--- config.mk ---
export PLATFORM = sky130hd
export DESIGN_NAME = dp_seq_ctrl
export DESIGN_NICKNAME = d
export VERILOG_FILES = /design/src/rtl/dp_seq_pkg.sv /design/src/rtl/dp_seq_ctrl.sv
export SDC_FILE = /design/constraint.sdc
export NUM_CORES = 1
export LEC_CHECK = 0
export ABC_CLOCK_PERIOD_IN_PS = 2200
export CAP_MARGIN = 20
export CORE_UTILIZATION = 45
export DETAILED_ROUTE_END_ITERATION = 6
export GPL_ROUTABILITY_DRIVEN = 1
export PLACE_DENSITY = 0.94
export SLEW_MARGIN = 0
export SYNTH_ARGS = -nofsm -noshare
export SYNTH_HDL_FRONTEND = slang
export SYNTH_SLANG_ARGS = --single-unit
--- constraint.sdc ---
create_clock -name clk -period 2.2 [get_ports clk]
set_input_delay 0.44 -clock clk [delete_from_list [all_inputs] [get_ports clk]]
set_output_delay 0.44 -clock clk [all_outputs]
set_load 0.02 [all_outputs]
--- src/rtl/dp_seq_pkg.sv ---
// dp_seq_pkg
// Shared types and codes for the datapath micro-sequencer:
//   kind_e   - request kinds (ALU reg-reg, MOVI, MOVR, CMP)
//   state_e  - sequencer FSM states
//   SH_*     - shifter codes understood by the datapath shifter
//   ALU_*    - ALU operation codes understood by the datapath ALU
//   first_state() - first non-idle state visited by a legal request of a kind
package dp_seq_pkg;

    typedef enum logic [1:0] {
        K_ALU  = 2'b00,
        K_MOVI = 2'b01,
        K_MOVR = 2'b10,
        K_CMP  = 2'b11
    } kind_e;

    typedef enum logic [2:0] {
        S_IDLE = 3'd0,
        S_LA   = 3'd1,
        S_LB   = 3'd2,
        S_EX   = 3'd3,
        S_WB   = 3'd4,
        S_ERR  = 3'd5
    } state_e;

    localparam logic [1:0] SH_NONE = 2'b00;
    localparam logic [1:0] SH_LSL  = 2'b01;
    localparam logic [1:0] SH_LSR  = 2'b10;
    localparam logic [1:0] SH_ASR  = 2'b11;

    localparam logic [1:0] ALU_ADD = 2'b00;
    localparam logic [1:0] ALU_SUB = 2'b01;
    localparam logic [1:0] ALU_AND = 2'b10;
    localparam logic [1:0] ALU_NOT = 2'b11;

    // MOVR skips the A load (A is forced to zero in EX); MOVI needs only
    // the writeback of the immediate.
    function automatic state_e first_state(input kind_e k);
        case (k)
            K_MOVR:  return S_LB;
            K_MOVI:  return S_WB;
            default: return S_LA;
        endcase
    endfunction

endpackage

--- src/rtl/dp_seq_ctrl.sv ---
// dp_seq_ctrl
// Micro-sequencer that turns one request word into the multi-cycle control
// strobe sequence of the register-file / A-B-C / shifter / ALU datapath.
// Moore FSM: every output is decoded from the state and the latched request.
//
// Ports:
//   clk, reset_n           - rising-edge clock, asynchronous active-low reset
//   req_valid / req_ready  - request handshake; ready only while idle
//   req_kind, req_rd, req_rn, req_rm, req_shift, req_aluop, req_imm
//                          - request word, latched on acceptance
//   readnum, writenum, write, vsel          - register file controls
//   loada, loadb, loadc, loads, asel, bsel  - datapath register/mux controls
//   shift, ALUop           - shifter and ALU codes
//   datapath_in            - latched immediate
//   busy, done, err        - status; done/err are one-cycle pulses
module dp_seq_ctrl
    import dp_seq_pkg::*;
#(
    parameter int NREG = 8,
    parameter int DW   = 16,
    localparam int REGW = (NREG > 2) ? $clog2(NREG) : 1
) (
    input  logic            clk,
    input  logic            reset_n,
    input  logic            req_valid,
    output logic            req_ready,
    input  logic [1:0]      req_kind,
    input  logic [REGW-1:0] req_rd,
    input  logic [REGW-1:0] req_rn,
    input  logic [REGW-1:0] req_rm,
    input  logic [1:0]      req_shift,
    input  logic [1:0]      req_aluop,
    input  logic [DW-1:0]   req_imm,
    output logic [REGW-1:0] readnum,
    output logic [REGW-1:0] writenum,
    output logic            write,
    output logic            vsel,
    output logic            loada,
    output logic            loadb,
    output logic            loadc,
    output logic            loads,
    output logic            asel,
    output logic            bsel,
    output logic [1:0]      shift,
    output logic [1:0]      ALUop,
    output logic [DW-1:0]   datapath_in,
    output logic            busy,
    output logic            done,
    output logic            err
);

    localparam logic [REGW:0] NREG_L = (REGW + 1)'(NREG);

    state_e          r_state;
    kind_e           r_kind;
    logic [REGW-1:0] r_rd;
    logic [REGW-1:0] r_rn;
    logic [REGW-1:0] r_rm;
    logic [1:0]      r_shift;
    logic [1:0]      r_aluop;
    logic [DW-1:0]   r_imm;
    // Holds req_ready low through reset and until the first edge after release.
    logic            r_armed;

    state_e          w_next;
    logic            w_accept;
    logic            w_legal;

    function automatic logic idx_ok(input logic [REGW-1:0] idx);
        return ({1'b0, idx} < NREG_L);
    endfunction

    assign req_ready = (r_state == S_IDLE) && r_armed;
    assign w_accept  = req_valid && req_ready;

    // Only indices the kind actually uses are checked.
    always_comb begin
        w_legal = 1'b0;
        case (kind_e'(req_kind))
            K_ALU:   w_legal = idx_ok(req_rd) && idx_ok(req_rn) && idx_ok(req_rm);
            K_MOVI:  w_legal = idx_ok(req_rd);
            K_MOVR:  w_legal = idx_ok(req_rd) && idx_ok(req_rm);
            K_CMP:   w_legal = idx_ok(req_rn) && idx_ok(req_rm);
            default: w_legal = 1'b0;
        endcase
    end

    always_ff @(posedge clk or negedge reset_n) begin
        if (!reset_n) begin
            r_state <= S_IDLE;
            r_armed <= 1'b0;
            r_kind  <= K_ALU;
            r_rd    <= '0;
            r_rn    <= '0;
            r_rm    <= '0;
            r_shift <= '0;
            r_aluop <= '0;
            r_imm   <= '0;
        end else begin
            r_state <= w_next;
            r_armed <= 1'b1;
            if (w_accept) begin
                r_kind  <= kind_e'(req_kind);
                r_rd    <= req_rd;
                r_rn    <= req_rn;
                r_rm    <= req_rm;
                r_shift <= req_shift;
                r_aluop <= req_aluop;
                r_imm   <= req_imm;
            end
        end
    end

    always_comb begin
        w_next      = r_state;
        readnum     = '0;
        writenum    = '0;
        write       = 1'b0;
        vsel        = 1'b0;
        loada       = 1'b0;
        loadb       = 1'b0;
        loadc       = 1'b0;
        loads       = 1'b0;
        asel        = 1'b0;
        bsel        = 1'b0;
        shift       = '0;
        ALUop       = '0;
        done        = 1'b0;
        err         = 1'b0;
        busy        = (r_state != S_IDLE);
        datapath_in = r_imm;

        case (r_state)
            S_IDLE: begin
                if (w_accept) begin
                    w_next = w_legal ? first_state(kind_e'(req_kind)) : S_ERR;
                end
            end
            S_LA: begin
                readnum = r_rn;
                loada   = 1'b1;
                w_next  = S_LB;
            end
            S_LB: begin
                readnum = r_rm;
                loadb   = 1'b1;
                w_next  = S_EX;
            end
            S_EX: begin
                shift = r_shift;
                ALUop = r_aluop;
                // MOVR computes 0 op shifted(Rm) by forcing A to zero.
                asel  = (r_kind == K_MOVR);
                loadc = (r_kind != K_CMP);
                loads = (r_kind == K_CMP);
                if (r_kind == K_CMP) begin
                    done   = 1'b1;
                    w_next = S_IDLE;
                end else begin
                    w_next = S_WB;
                end
            end
            S_WB: begin
                writenum = r_rd;
                write    = 1'b1;
                vsel     = (r_kind == K_MOVI);
                done     = 1'b1;
                w_next   = S_IDLE;
            end
            S_ERR: begin
                done   = 1'b1;
                err    = 1'b1;
                w_next = S_IDLE;
            end
            default: w_next = S_IDLE;
        endcase
    end

endmodule

==> flow_summary.json, run 1 <==
{
  "h-tree-depth": 2,
  "fmax_mhz": 466,
  "swShare_pct": 35.5,
  "place.gp.congestion": 0.831,
  "clock_latency_ns": 0.28,
  "p_int_uw": 2330,
  "synthMuxAreaShare_pct": 27.4,
  "worstMarginPinSlew_ns": 0.747,
  "min_period_over_period_pct": 97.6,
  "synth_edf_count": 0,
  "die_area_um2": 3990,
  "p_leak_uw": 0.00121,
  "setup_violations": 0,
  "syn-cell-area_um2": 1690,
  "viasPerCell": 5.02,
  "cts_root_buf": "clkbuf_8",
  "cts_sinks": 35,
  "vias": 1205,
  "p_comb_share_pct": 52.7,
  "hold_viol_final": 0,
  "drive_above_1_share_pct": 30.4,
  "totalWireLength_um": 3770,
  "syn_inst": 112,
  "dieHeight_um": 63.2,
  "slew_violations": 0,
  "maxCapViolCount": 0,
  "synth_flop_cell": "dfrtp_1",
  "cts_buffers": 5,
  "required_ns": 1.76,
  "mostFrequentLayoutCells": "clkdlybuf4s50_1, dfrtp_1, mux2_4",
  "cp_data_arrival_time_ns": 1.71,
  "syn2layout_area_growth_pct": 50.9,
  "drt-pass1-iter-count": 4,
  "ioPinCount": 72,
  "final_antenna_net_count": 0,
  "synth.distinct_cells": 28,
  "met3_length_um": 188,
  "antennaDiodeCount": 0,
  "setup_tns_ns": 0,
  "status": "finished, final reports clean",
  "path_cells": "buf_1, nor3b_2, buf_4, a22o_1, clkdlybuf4s15_1",
  "avgRoutedWirePerCell_um": 15.7,
  "synth_seq_cells": 35,
  "p_clk_share_pct": 14.2,
  "utilization_pct": 73.3,
  "port_buffers": 70,
  "hpwl_um": 2690,
  "wl_met2_um": 1980,
  "avgSynthCellArea_um2": 15.0,
  "seqPwrFrac_pct": 33.1,
  "synth-simple-area-share_pct": 9.06,
  "crit_fanout": 6,
  "clk_pin_slew_ns": 0.07,
  "power-per-cell-area_nw_per_um2": 1420,
  "antenna_found_initial": 0,
  "start_util_pct": 48.6,
  "grtUsageTotal_pct": 21.3,
  "fin_skew_ns": 0.00552,
  "nFillCells": 245,
  "p_sw_uw": 1280,
  "synth_top_area_share_pct": 52.0,
  "synth_top_area_cell": "dfrtp_1",
  "dr.max_layer_used": "met4",
  "coreArea_um2": 3470,
  "dp_cells": 229,
  "synth_area_leaders": "dfrtp_1, mux2_4, buf_12",
  "mostFrequentLayoutCell": "clkdlybuf4s50_1",
  "synthArstFlopShare_pct": 100,
  "die_w_um": 63.2,
  "yosysSeqAreaShare_pct": 52.0,
  "startpoint_type": "register",
  "worstSetupPathType": "reg2out",
  "synth_xor_area_share_pct": 0,
  "grt_pass1_wl_um": 6380,
  "final_cells": 240,
  "fin_crit_ns": 2.15,
  "critical-path-slowest-cell": "dfrtp_2",
  "synth_top_family_by_area": "multiplexers",
  "relSlewSlack_pct": 50.2,
  "cts_buffer_depth": 2,
  "cts_tree": "yes",
  "drc": 0,
  "synth_compound_area_share_pct": 4.45,
  "drt_iter0_drc": 44,
  "grt_max_degree": 36,
  "rows": 21,
  "finalNetCount": 229,
  "syn_nets": 148,
  "cpPeakStageDelay_ns": 0.46,
  "yosysWarnings": 0,
  "holdBufCountCts": 0,
  "grt_pass1_vias": 1311,
  "synth_fa_ha_area_share_pct": 1.48,
  "m1WireLength_um": 1580,
  "critPathCaptureType": "output port",
  "rsz0062_at_grt": "no",
  "total_power_uw": 3610,
  "ir_drop_uv": 748,
  "gr-total-overflow": 0,
  "hp-class": "in2async"
}
-- power by group through the flow --
stage	sequential [µW]	combinational [µW]	clock, µW
after floorplan	1330	988	0
after global placement	1170	1880	0
after detailed placement	1200	1920	0
after CTS	1200	1880	524
after global routing	1240	2020	565
final	1190	1900	512
-- logic make-up after synthesis --
logic type	count (synthesis)
other	2
adders and majority gates	2
DFF	35
buffers and inverters	9
muxes	31
and+or+nand+nor	22
AOI/OAI and AO/OA	11
-- sequential cells by signal, summed over array words and instances, names as in the netlist --
register / cells
r_rm: 3
r_rn: 3
r_rd: 3
datapath_in: 16
r_aluop: 2
r_shift: 2
r_state: 3
r_kind: 2
r_armed: 1
-- cell usage after synthesis, drive strengths merged, types with 2 or more instances --
library cell and instances:
inv 4, conb 2, ha 2, a21oi 4
nor3 2, and2 8, dfrtp 35, mux2 31
nor3b 2, a22o 3, nor2 3, buf 5
-- critical path, delay by kind of cell, from the launching register on --
family	cells	cell delay (ns)
flops	1	0.46
buf+inv	3	0.64
simple gates	1	0.22
compound gates	1	0.13
-- worst paths after layout --
| path | from | to | slack (ns) | depth (start not counted) |
|---|---|---|---|---|
| worst min-delay path | reset_n | r_rd[1] | 0.22 | 1 |
| worst max register to register | r_state[1] | r_rn[1] | 0.33 | 6 |
| min in group clk | r_rd[2] | r_rd[2] | 0.52 | 1 |
| max in group asynchronous | reset_n | r_state[0] | 1.45 | 1 |
| worst min register to register | r_rd[2] | r_rd[2] | 0.52 | 1 |
| worst max-delay path | r_state[0] | readnum[1] | 0.05 | 5 |
-- layer usage --
metal / track usage, % / up-vias
met3: 5.25 / 5
met5: 0 / -
met2: 38.8 / 54
li1: - / 549
met4: 5.40 / 0
met1: 24.6 / 597
-- layout make-up --
type                       instances  area [µm²]  area share (%)
clock buffer                       7        96.3            3.79
clock inverter                     1        7.51           0.295
inverter                           4        15.0           0.591
multi-input combinational         68         734            28.9
sequential                        35         878            34.5
tap                               46        57.6            2.26
timing repair buffer              79         753            29.6
-- per-stage QoR --
step | cell area [µm²] | hold slack (ns) | worst slack, ns
final | 2540 | 0.221 | 0.0520
after global routing | 2540 | 0.265 | 0.00417
after CTS | 2520 | 0.247 | 0.0189
after detailed placement | 2420 | 0.496 | 0.0439
after global placement | 2420 | 0.485 | 0.0985
after floorplan | 1690 | 0.144 | 0.164
-- what timing repair did --
| item | CTS | global route |
|---|---|---|
| hold endpoints to repair | 0 | 0 |
| buffers inserted | 1 | 2 |
| resized for setup | 26 | 5 |
| setup endpoints to repair | 21 | 7 |
No activity file was read; power rests on OpenSTA's default activity.
==> run 2, diff against run 1 <==
--- a/config.mk
+++ b/config.mk
@@ -10,7 +10,7 @@
 export CORE_UTILIZATION = 45
 export DETAILED_ROUTE_END_ITERATION = 6
 export GPL_ROUTABILITY_DRIVEN = 1
-export PLACE_DENSITY = 0.94
+export PLACE_DENSITY_LB_ADDON = 0.25
 export SLEW_MARGIN = 0
 export SYNTH_ARGS = -nofsm -noshare
 export SYNTH_HDL_FRONTEND = slang
==> flow_summary.json, run 2 (synthesized netlist as in run 1, its figures left out) <==
{
  "syn2layout_area_growth_pct": 51.5,
  "holdBufCountCts": 0,
  "cts_tree": "yes",
  "hpwl_um": 2790,
  "fmax_mhz": 469,
  "grt_pass1_vias": 1300,
  "power-per-cell-area_nw_per_um2": 1410,
  "status": "finished, final reports clean",
  "drive_above_1_share_pct": 28.4,
  "crit_fanout": 4,
  "avgRoutedWirePerCell_um": 15.1,
  "die_w_um": 63.2,
  "final_cells": 240,
  "cts_sinks": 35,
  "worst_slack_ns": 0.0692,
  "clk_pin_slew_ns": 0.07,
  "nFillCells": 263,
  "cp_top_family": "simple AND/OR/NAND/NOR gates",
  "finalNetCount": 229,
  "dp_slack_ns": 0.0594,
  "final_antenna_net_count": 0,
  "rsz0062_at_grt": "yes",
  "critical-path-slowest-cell": "dfrtp_1",
  "dp_cells": 232,
  "coreArea_um2": 3470,
  "cp_data_arrival_time_ns": 1.69,
  "final_area_um2": 2550,
  "viasPerCell": 4.95,
  "worstSetupPathType": "reg2out",
  "cts_buffer_depth": 2,
  "min_period_over_period_pct": 96.9,
  "worstPathBufferInverterCount": 1,
  "antennaDiodeCount": 0,
  "p_comb_share_pct": 53.4,
  "final-seq-area_um2": 876,
  "grt_max_degree": 36,
  "antenna_found_initial": 0,
  "h-tree-depth": 2,
  "die_area_um2": 3990,
  "ioPinCount": 72,
  "hold_viol_final": 0,
  "setup_violations": 0,
  "port_buffers": 70,
  "cpPeakStageDelay_ns": 0.41,
  "slew_violations": 0,
  "ir_drop_uv": 762,
  "largest_reg_flops": 16,
  "p_int_uw": 2340,
  "grtUsageTotal_pct": 20.1,
  "startpoint_type": "register",
  "drc": 0,
  "drt-pass1-iter-count": 2,
  "fin_skew_ns": 0.00900,
  "start_util_pct": 48.6,
  "p_clk_share_pct": 14.0,
  "maxCapViolCount": 0,
  "hp-class": "in2async",
  "cts_root_buf": "clkbuf_8",
  "path_cells": "or2b_1, nor4b_1, clkdlybuf4s15_1",
  "grt_pass1_wl_um": 6010,
  "vias": 1189,
  "worstMarginPinSlew_ns": 0.755,
  "placed_area_um2": 2460,
  "p_leak_uw": 0.00122,
  "seqPwrFrac_pct": 32.6,
  "dieHeight_um": 63.2,
  "total_power_uw": 3600,
  "rows": 21,
  "cts_buffers": 5,
  "place.gp.congestion": 0.796,
  "mostFrequentLayoutCell": "clkdlybuf4s50_1",
  "gr-total-overflow": 0,
  "totalWireLength_um": 3640,
  "multi_input_area_um2": 729,
  "required_ns": 1.76,
  "drt_iter0_drc": 21,
  "fin_crit_ns": 2.13,
  "relSlewSlack_pct": 49.6,
  "clock_latency_ns": 0.28,
  "p_sw_uw": 1260,
  "swShare_pct": 34.9,
  "mostFrequentLayoutCells": "clkdlybuf4s50_1, dfrtp_1, mux2_4",
  "critPathCaptureType": "output port"
}
==> run 2: changes by cell type in the layout (fill, tap and decap cells not counted), sizes merged <==
cell	previous run	this run
clkbuf	8	7
clkdlybuf4s15	2	1
dlygate4sd2	16	17
clkdlybuf4s50	48	49
==> run 2: final timing paths <==
kind | startpoint | endpoint | slack [ns] | cells after the start
min in group clk | r_shift[1] | r_shift[1] | 0.51 | 1
min | reset_n | r_state[2] | 0.23 | 1
max in group asynchronous | reset_n | r_state[1] | 1.49 | 1
min reg2reg | r_shift[1] | r_shift[1] | 0.51 | 1
max | r_state[2] | vsel | 0.07 | 3
max reg2reg | r_state[2] | r_aluop[0] | 0.27 | 6
==> run 2: cell type report <==
type / instances / area share [%]
repair buffers: 79 / 30.2
clock buffers: 7 / 3.77
flip-flops and latches: 35 / 34.3
clock inverters: 1 / 0.294
well taps: 46 / 2.25
inverters: 4 / 0.588
multi-input cells: 68 / 28.6
==> run 2: power groups by stage <==
| stage | logic (µW) | registers (µW) | clock network [µW] |
|---|---|---|---|
| after floorplan | 988 | 1330 | 0 |
| after global placement | 1970 | 1150 | 0 |
| after detailed placement | 2000 | 1180 | 0 |
| after CTS | 1940 | 1170 | 516 |
| after global routing | 2040 | 1210 | 552 |
| final | 1920 | 1180 | 505 |
==> run 2: worst reg2reg max path, delay by kind of cell, from the launching register on <==
family / cells / cell delay [ns]
AND/OR/NAND/NOR: 2 / 0.56
multiplexers: 1 / 0.31
flip-flops: 1 / 0.42
buffers and inverters: 3 / 0.53
==> run 2: layer usage <==
layer	part of all wire (%)	global-route usage (%)	vias up
met5	0	0	-
met4	1.4	8.52	0
met3	5.9	5.98	7
met2	52	35.9	48
met1	41	22.0	582
li1	-	-	552
==> run 2: per-stage QoR <==
| step | hold slack (ns) | TNS (ns) | util, % |
|---|---|---|---|
| final | 0.231 | 0 | 73.6 |
| after global routing | 0.291 | -0.000172 | 73.6 |
| after CTS | 0.255 | 0 | 73.3 |
| after detailed placement | 0.488 | 0 | 70.9 |
| after global placement | 0.485 | 0 | 70.9 |
| after floorplan | 0.144 | 0 | - |
==> run 2: what timing repair did <==
item / in CTS / in global routing
gates resized for setup: 19 / 4
buffers inserted: 0 / 0
gates cloned: 0 / 0
endpoints found under the setup margin: 18 / 3
